$ cat src/rtl/noc_rr_fifo_arbiter.sv
// Round-robin read scheduler for a router output link.
// Picks one enabled, non-empty input FIFO, pulses its read enable, captures
// the FIFO's registered output one cycle later and offers the packet
// downstream on a valid/ready interface. A new decision is made only after
// the previous packet has been handed off.
module noc_rr_fifo_arbiter #(
    parameter int NUM_IN = 4,
    parameter int DATA_W = 8,
    parameter int SRC_W  = 2
) (
    input  logic                     clk,
    input  logic                     rst,
    input  logic [NUM_IN-1:0]        port_en,
    input  logic [NUM_IN-1:0]        in_empty,
    input  logic [NUM_IN*DATA_W-1:0] in_data,
    output logic [NUM_IN-1:0]        in_rd_en,
    output logic                     out_valid,
    output logic [DATA_W-1:0]        out_data,
    output logic [SRC_W-1:0]         out_src,
    input  logic                     out_ready,
    output logic                     busy
);

    localparam logic [1:0] ST_IDLE = 2'd0;
    localparam logic [1:0] ST_READ = 2'd1;
    localparam logic [1:0] ST_WAIT = 2'd2;
    localparam logic [1:0] ST_SEND = 2'd3;

    logic [1:0]        state;
    logic [1:0]        state_nxt;
    logic [SRC_W-1:0]  prio_ptr;
    logic [NUM_IN-1:0] req;
    logic              grant_found;
    logic [SRC_W-1:0]  grant_idx;
    logic [SRC_W-1:0]  cand;

    assign req = port_en & ~in_empty;

    // Winner search: first requesting input at or above prio_ptr, wrapping.
    // NUM_IN is a power of two, so the SRC_W-bit add wraps modulo NUM_IN.
    always_comb begin
        // NOTE: every variable gets a default before any conditional update,
        // otherwise a path that skips the assignment would infer a latch.
        grant_found = 1'b0;
        grant_idx   = prio_ptr;
        cand        = prio_ptr;
        for (int k = 0; k < NUM_IN; k++) begin
            cand = prio_ptr + SRC_W'(k);
            if (!grant_found && req[cand]) begin
                grant_found = 1'b1;
                grant_idx   = cand;
            end
        end
    end

    // Next-state logic: IDLE waits for a request, READ and WAIT last one
    // cycle each, SEND holds until the downstream handshake.
    always_comb begin
        state_nxt = state;
        case (state)
            ST_IDLE: if (grant_found) state_nxt = ST_READ;
            ST_READ: state_nxt = ST_WAIT;
            ST_WAIT: state_nxt = ST_SEND;
            ST_SEND: if (out_ready) state_nxt = ST_IDLE;
            default: state_nxt = ST_IDLE;
        endcase
    end

    // State, priority pointer and output packet registers.
    always_ff @(posedge clk or posedge rst) begin
        if (rst) begin
            state     <= ST_IDLE;
            prio_ptr  <= '0;
            out_valid <= 1'b0;
            out_data  <= '0;
            out_src   <= '0;
        end else begin
            // NOTE: non-blocking assignments so every register here samples
            // the pre-edge values, independent of statement order.
            state <= state_nxt;
            case (state)
                ST_IDLE: begin
                    if (grant_found) out_src <= grant_idx;
                end
                ST_WAIT: begin
                    out_data  <= in_data[out_src*DATA_W +: DATA_W];
                    out_valid <= 1'b1;
                end
                ST_SEND: begin
                    if (out_ready) begin
                        out_valid <= 1'b0;
                        prio_ptr  <= out_src + 1'b1;
                    end
                end
                default: ;
            endcase
        end
    end

    // Read-enable pulse is decoded from state so it lasts exactly the READ cycle.
    assign in_rd_en = (state == ST_READ) ? (NUM_IN'(1) << out_src) : '0;
    assign busy     = (state != ST_IDLE);

endmodule

$ cat config.mk
export PLATFORM = sky130hd
export DESIGN_NAME = noc_rr_fifo_arbiter
export DESIGN_NICKNAME = d
export VERILOG_FILES = /design/src/rtl/noc_rr_fifo_arbiter.sv
export SDC_FILE = /design/constraint.sdc
export NUM_CORES = 1
export LEC_CHECK = 0
export CAP_MARGIN = 20
export CORE_MARGIN = 8
export CORE_UTILIZATION = 34
export CTS_CLUSTER_DIAMETER = 50
export DETAILED_ROUTE_END_ITERATION = 7
export PLACE_DENSITY = 0.72
export SKIP_CTS_REPAIR_TIMING = 1
export SYNTH_ARGS = -nofsm -noshare
export SYNTH_HDL_FRONTEND = slang
export SYNTH_SLANG_ARGS = --single-unit
$ cat constraint.sdc
create_clock -name clk -period 4.15 [get_ports clk]
set_clock_uncertainty 0.2 [all_clocks]
set_input_delay 0.415 -clock clk [delete_from_list [all_inputs] [get_ports clk]]
set_output_delay 0.415 -clock clk [all_outputs]
set_load 0.05 [all_outputs]
==> results.md, run 1 <==
- H-tree levels: 1
- Hold Path Class: in2async
- Largest net degree at the start of global routing: 16
- DIE WIDTH: about 72 microns
- Syn_area_per_cell: 12.4 sq um
- Buf/Inv on CP: 2
- Row count: 20
- CP top delay family: buffers and inverters
- Layout area overhead: 59.8%
- Worst Setup SP: out_src[0]
- PD cells: 691 nW/um^2
- Critical path fanouts, max: 14
- Synth Net Count: 136
- Area leader, netlist: dfrtp_1
- YS warnings: 0
- Post-synthesis cell count: 85
- Reg clk slew, reported paths: around 0.09 ns
- Slew @ Worst Pin: 0.642 ns
- Sequential fraction of the synthesis area: 0.357
- Initial antenna violation count: 0
- CP max stage delay: 0.76 ns
- First-pass GRT wire length: 4490 microns
- Initial core utilization: 0.350
- Asr flop ratio synth: 1.00
- Critical path class: reg2out
- Multi-input logic area: 624 sq um
- Endpoints failing setup: 0
- Layout cells sized above 1: 0.153
- Sum Neg Setup Slack: 0 ns
- Global route total overflow: 0
- Die Footprint: 5130 sq um
- DR vias/cell: ~5
- Drt drc: 0
- Cell with the most instances after synthesis: dfrtp_1
- DRT iter0 DRCs: 21
- Max Clk Rate: between 300 and 400 MHz
- Clock Latency Late Sink: 0.28 ns
- Top post-synthesis cells by area: dfrtp_1 36%, mux4_2 15%, mux2_4 10%
- Max transition margin: 0.572
- FF-to-FF Start: out_src[0]
- Critical path endpoint category: output pin
- Slew Limit Fails: 0
- Reg area: between 300 and 400 sq um
- Period utilisation layout: 0.697
- Synth top cells by count: 15 x dfrtp_1, 8 x ha_1, 8 x inv_1
- Hold_ws: 0.300 ns
- Worst VDD drop: 0.271 mV
- # clock sinks: 15
- Antenna Nets Post-Route: 0
- Vias: ~910
- Run status: completed
- Min cycle time layout: 2.89 ns
- Yosys reg bits: 15
- Setup crit start kind: flop
- Area of the core region: 3000 sq um
- Ant diodes: 0
- WP depth: 4
- WL/cell: 16.3 microns
- Routed WL: around 2900 microns
- Clk Tree Root Cell: clkbuf_4
- Top FF cell, synth: dfrtp_1
- Clk buf depth: 2
- Pleak: about 0.70 nW
- DRT Pass-1 Iters: 4
- Ports: between 50 and 60
- Distinct cell type count after synthesis: 26
- Fill cells: about 280
- # port buffers: 58
- WP data required: 3.53 ns
- Vias in the first global route: 951
- CTS Buf Count: 3
- All-layer global routing usage: 0.111
- Worst-path cell chain: inv_1 > ha_1 > and2_1 > clkdlybuf4s50_1
- Cell type of the slowest stage on the worst timing path: dfrtp_1
- RSZ-0062 raised after global routing: no
- Detailed placer's ending HPWL: 2380 microns
- Yosys top cell area share: 0.357
- Synth Cell Area: 1050 sq um
- EDFF count, synth: 0
- Worst R2R Path Depth: 2
- Worst EP arrival: 2.28 ns
- MaxCap Viol Count: 0
- Gpl congestion: 0.817
- DIE HEIGHT: 71.6 microns
- Fin nets: 196
- Final count of hold timing violations: 0
- TritonCTS clock tree: yes
routing by layer:
layer  share of wire  GRT usage
met1            0.47      0.140
met5               0          0
met2            0.43      0.168
met4          0.0059     0.0408
met3            0.10     0.0418
sequential cells by signal, indices dropped and copies added (netlist names):
| signal | count |
|---|---|
| state | 2 |
| out_src | 2 |
| prio_ptr | 2 |
| out_valid | 1 |
| out_data | 8 |
final cells by class:
cell class,instances,share of cell area
inverter,8,0.0179
clock buffer,3,0.0134
timing repair buffer,58,0.346
clock inverter,1,0.00298
sequential,15,0.224
tap,33,0.0246
multi-input combinational,59,0.372
cell usage in the layout (no fill, tap or decap):
| cell type | netlist | layout |
|---|---|---|
| a21oi_1 | 1 | 1 |
| clkdlybuf4s50_1 | 0 | 58 |
| nor2_1 | 3 | 3 |
| and2b_1 | 1 | 1 |
| o22ai_1 | 1 | 1 |
| o21a_1 | 1 | 1 |
| nand2b_1 | 2 | 2 |
| dfrtp_1 | 15 | 15 |
| mux4_1 | 1 | 1 |
| o221ai_1 | 1 | 1 |
| o21ai_0 | 4 | 4 |
| inv_1 | 8 | 8 |
| clkinv_2 | 0 | 1 |
| mux4_2 | 7 | 7 |
| clkbuf_4 | 0 | 3 |
| o21ai_1 | 1 | 1 |
| and2_1 | 4 | 4 |
| o41ai_2 | 1 | 1 |
| o32a_1 | 1 | 1 |
| ha_1 | 8 | 8 |
| nand2_1 | 5 | 5 |
| a221oi_1 | 1 | 1 |
| a31oi_1 | 1 | 1 |
| mux2_4 | 7 | 7 |
| nor2b_1 | 4 | 4 |
| o31ai_1 | 1 | 1 |
| mux2_2 | 3 | 3 |
report_power, final:
group	total [mW]	internal, mW	switching, mW
registers	0.308	0.221	0.0873
clock network	0.0824	0.0357	0.0467
logic	0.769	0.364	0.406
total	1.16	0.620	0.540
final timing paths:
path,slack (ns),endpoint
setup / recovery,1.26,in_rd_en[0]
hold reg to reg,0.30,out_valid
max in group asynchronous,3.07,out_data[6]
min in group clk,0.30,out_valid
setup reg to reg,2.17,out_data[3]
hold / removal,0.30,prio_ptr[0]
cells by family after synthesis:
family,count (synthesis),synth area share
AND/OR/NAND/NOR,19,0.0952
AO/OA/AOI/OAI,14,0.0964
multiplexers,18,0.307
adder cells (fa/ha/maj),8,0.0952
buffers and inverters,11,0.0488
flip-flops,15,0.357
through the flow:
step | utilization | instances | worst slack (ns) | cell area [sq um] | power [mW]
floorplan | - | 85 | 2.06 | 1050 | 0.852
global placement | 0.550 | 173 | 1.58 | 1650 | 1.07
detailed placement | 0.550 | 173 | 1.51 | 1650 | 1.09
CTS | 0.559 | 177 | 1.20 | 1680 | 1.18
global route | 0.559 | 177 | 1.09 | 1680 | 1.24
finish | 0.559 | 177 | 1.26 | 1680 | 1.16
No activity file was read; power rests on OpenSTA's default activity.
==> inputs of run 2 (changes only) <==
Settings changed: PLACE_DENSITY 0.72 to 0.75.
Clock period 4.15 ns to 2.6 ns, I/O delays scaled along.
==> run 2 against run 1 <==
Effect of this change: power up 62%; hold slack worse by 0.17 ns; highest routed layer is now met3; first-iteration DRC count up 71%; largest cell class unchanged; critical path type unchanged.
==> results.md, run 2 (same netlist as run 1, synthesis figures left out) <==
- Run status: completed
- DR vias/cell: a little over 5
- CP max stage delay: approximately 0.8 ns
- CTS Buf Count: 3
- Routed WL: 2910 microns
- FF-to-FF Start: out_src[0]
- Layout Cells excl Fill: 179
- Commonest non-fill, non-tap cells in the layout: 54 x clkdlybuf4s50_1, 15 x dfrtp_1, 8 x inv_1, 8 x ha_1
- Min cycle time layout: ~2.3 ns
- Critical path fanouts, max: 5
- Initial antenna violation count: 0
- RSZ-0062 raised after global routing: no
- # port buffers: 58
- Most flops, register: out_data
- Ports: 59
- Final count of hold timing violations: 0
- Endpoints failing setup: 0
- Setup crit start kind: flop
- Pleak: 0.719 nW
- All-layer global routing usage: 0.111
- Die Footprint: 5130 sq um
- Max Clk Rate: approximately 430 MHz
- Worst EP arrival: 1.89 ns
- Sum Neg Setup Slack: 0 ns
- CP top delay family: buffers and inverters
- DIE HEIGHT: 71.6 microns
- Fin nets: approximately 200
- Max transition margin: 0.587
- H-tree levels: 1
- # clock sinks: 15
- DIE WIDTH: 71.6 microns
- Slew Limit Fails: 0
- Topmost layer with routed signal wires: met3
- WP data required: 2.14 ns
- DP Cell Count: 175
- Global route total overflow: 0
- Clock Latency Late Sink: between 0.2 and 0.3 ns
- Row count: 20
- Most frequent CP cell: inv_1
- WL met3: 302 microns
- Clk buf depth: 2
- Reg clk slew, reported paths: ~0.08 ns
- R2r setup slk: 0.76 ns
- WL met1: 1270 microns
- MaxCap Viol Count: 0
- Initial core utilization: 0.350
- DRT iter0 DRCs: 36
- Slew @ Worst Pin: 0.620 ns
- Detailed placer's ending HPWL: about 2500 microns
- Worst VDD drop: 0.411 mV
- WL met2: 1340 microns
- WL/cell: 16.3 microns
- Reg-to-reg endpoint: out_data[3]
- Critical path class: reg2out
- Commonest non-fill, non-tap cell in the layout: clkdlybuf4s50_1
- Worst R2R Path Depth: 3
- Buf/Inv on CP: 3
- PD cells: 1110 nW/um^2
- Period utilisation layout: 0.903
- Cell type of the slowest stage on the worst timing path: clkdlybuf4s50_1
- Layout area overhead: 60.2%
- Largest net degree at the start of global routing: 16
- DRT Pass-1 Iters: 4
- Vias in the first global route: 950
- Worst-path cell chain: inv_1 > ha_1 > inv_1 > clkdlybuf4s50_1
- Vias: approximately 900
- Max reg flops: 8
- Layout cells sized above 1: 0.192
- Antenna Nets Post-Route: 0
- Critical path endpoint category: output pin
- TritonCTS clock tree: yes
- Area post-placement: about 1700 sq um
- Drt drc: 0
- First-pass GRT wire length: between 4000 and 5000 microns
- Total power: 1.88 mW
- Ant diodes: 0
- Area of the core region: 3000 sq um
- Hold Path Class: in2async
- Gpl congestion: 0.857
- Post-Layout Inst Area: 1680 sq um
- Clk Tree Root Cell: clkbuf_4
-- run 2: cell types whose count changed in the layout (fill, tap and decap cells not counted) --
cell | previous run | this run
buf_4 | 0 | 6
clkdlybuf4s50_1 | 58 | 54
-- run 2: layer usage --
layer	vias up	GRT usage
met5	-	0
met1	430	0.130
met4	0	0.0272
met3	0	0.0418
met2	46	0.185
li1	430	-
-- run 2: area by class of cell --
class | instances | area, sq um
tap | 33 | 41.3
inverter | 8 | 30.0
timing repair buffer | 60 | 586
multi-input combinational | 59 | 624
clock inverter | 1 | 5.00
clock buffer | 3 | 22.5
fill | 282 | 1320
sequential | 15 | 375
-- run 2: worst register-to-register path: cells and delay by family (launching register included) --
family,cells,cell delay (ns)
flops,1,0.45
mux,2,0.83
buf+inv,1,0.25
-- run 2: worst max path at each step --
stage,end,from,depth (start not counted),slack (ns)
final,busy,state[0],4,0.25
after global routing,busy,state[0],4,0.14
after CTS,busy,state[0],4,0.22
after detailed placement,busy,state[0],4,0.54
after global placement,busy,state[0],4,0.58
after floorplan,out_data[0],out_src[0],3,0.62
-- run 2: where the power goes --
| part | leakage, nW | internal (mW) | switching (mW) | total [mW] |
|---|---|---|---|---|
| combinational | 0.524 | 0.592 | 0.713 | 1.30 |
| clock | 0.0177 | 0.0570 | 0.0698 | 0.127 |
| sequential | 0.178 | 0.354 | 0.0899 | 0.444 |
-- run 2: stage by stage --
stage | utilization | hold WS [ns] | setup slack [ns]
CTS | 0.561 | 0.132 | 0.217
global placement | 0.552 | 0.283 | 0.578
detailed placement | 0.552 | 0.275 | 0.544
global route | 0.561 | 0.184 | 0.144
floorplan | - | -0.0385 | 0.615
finish | 0.561 | 0.134 | 0.252
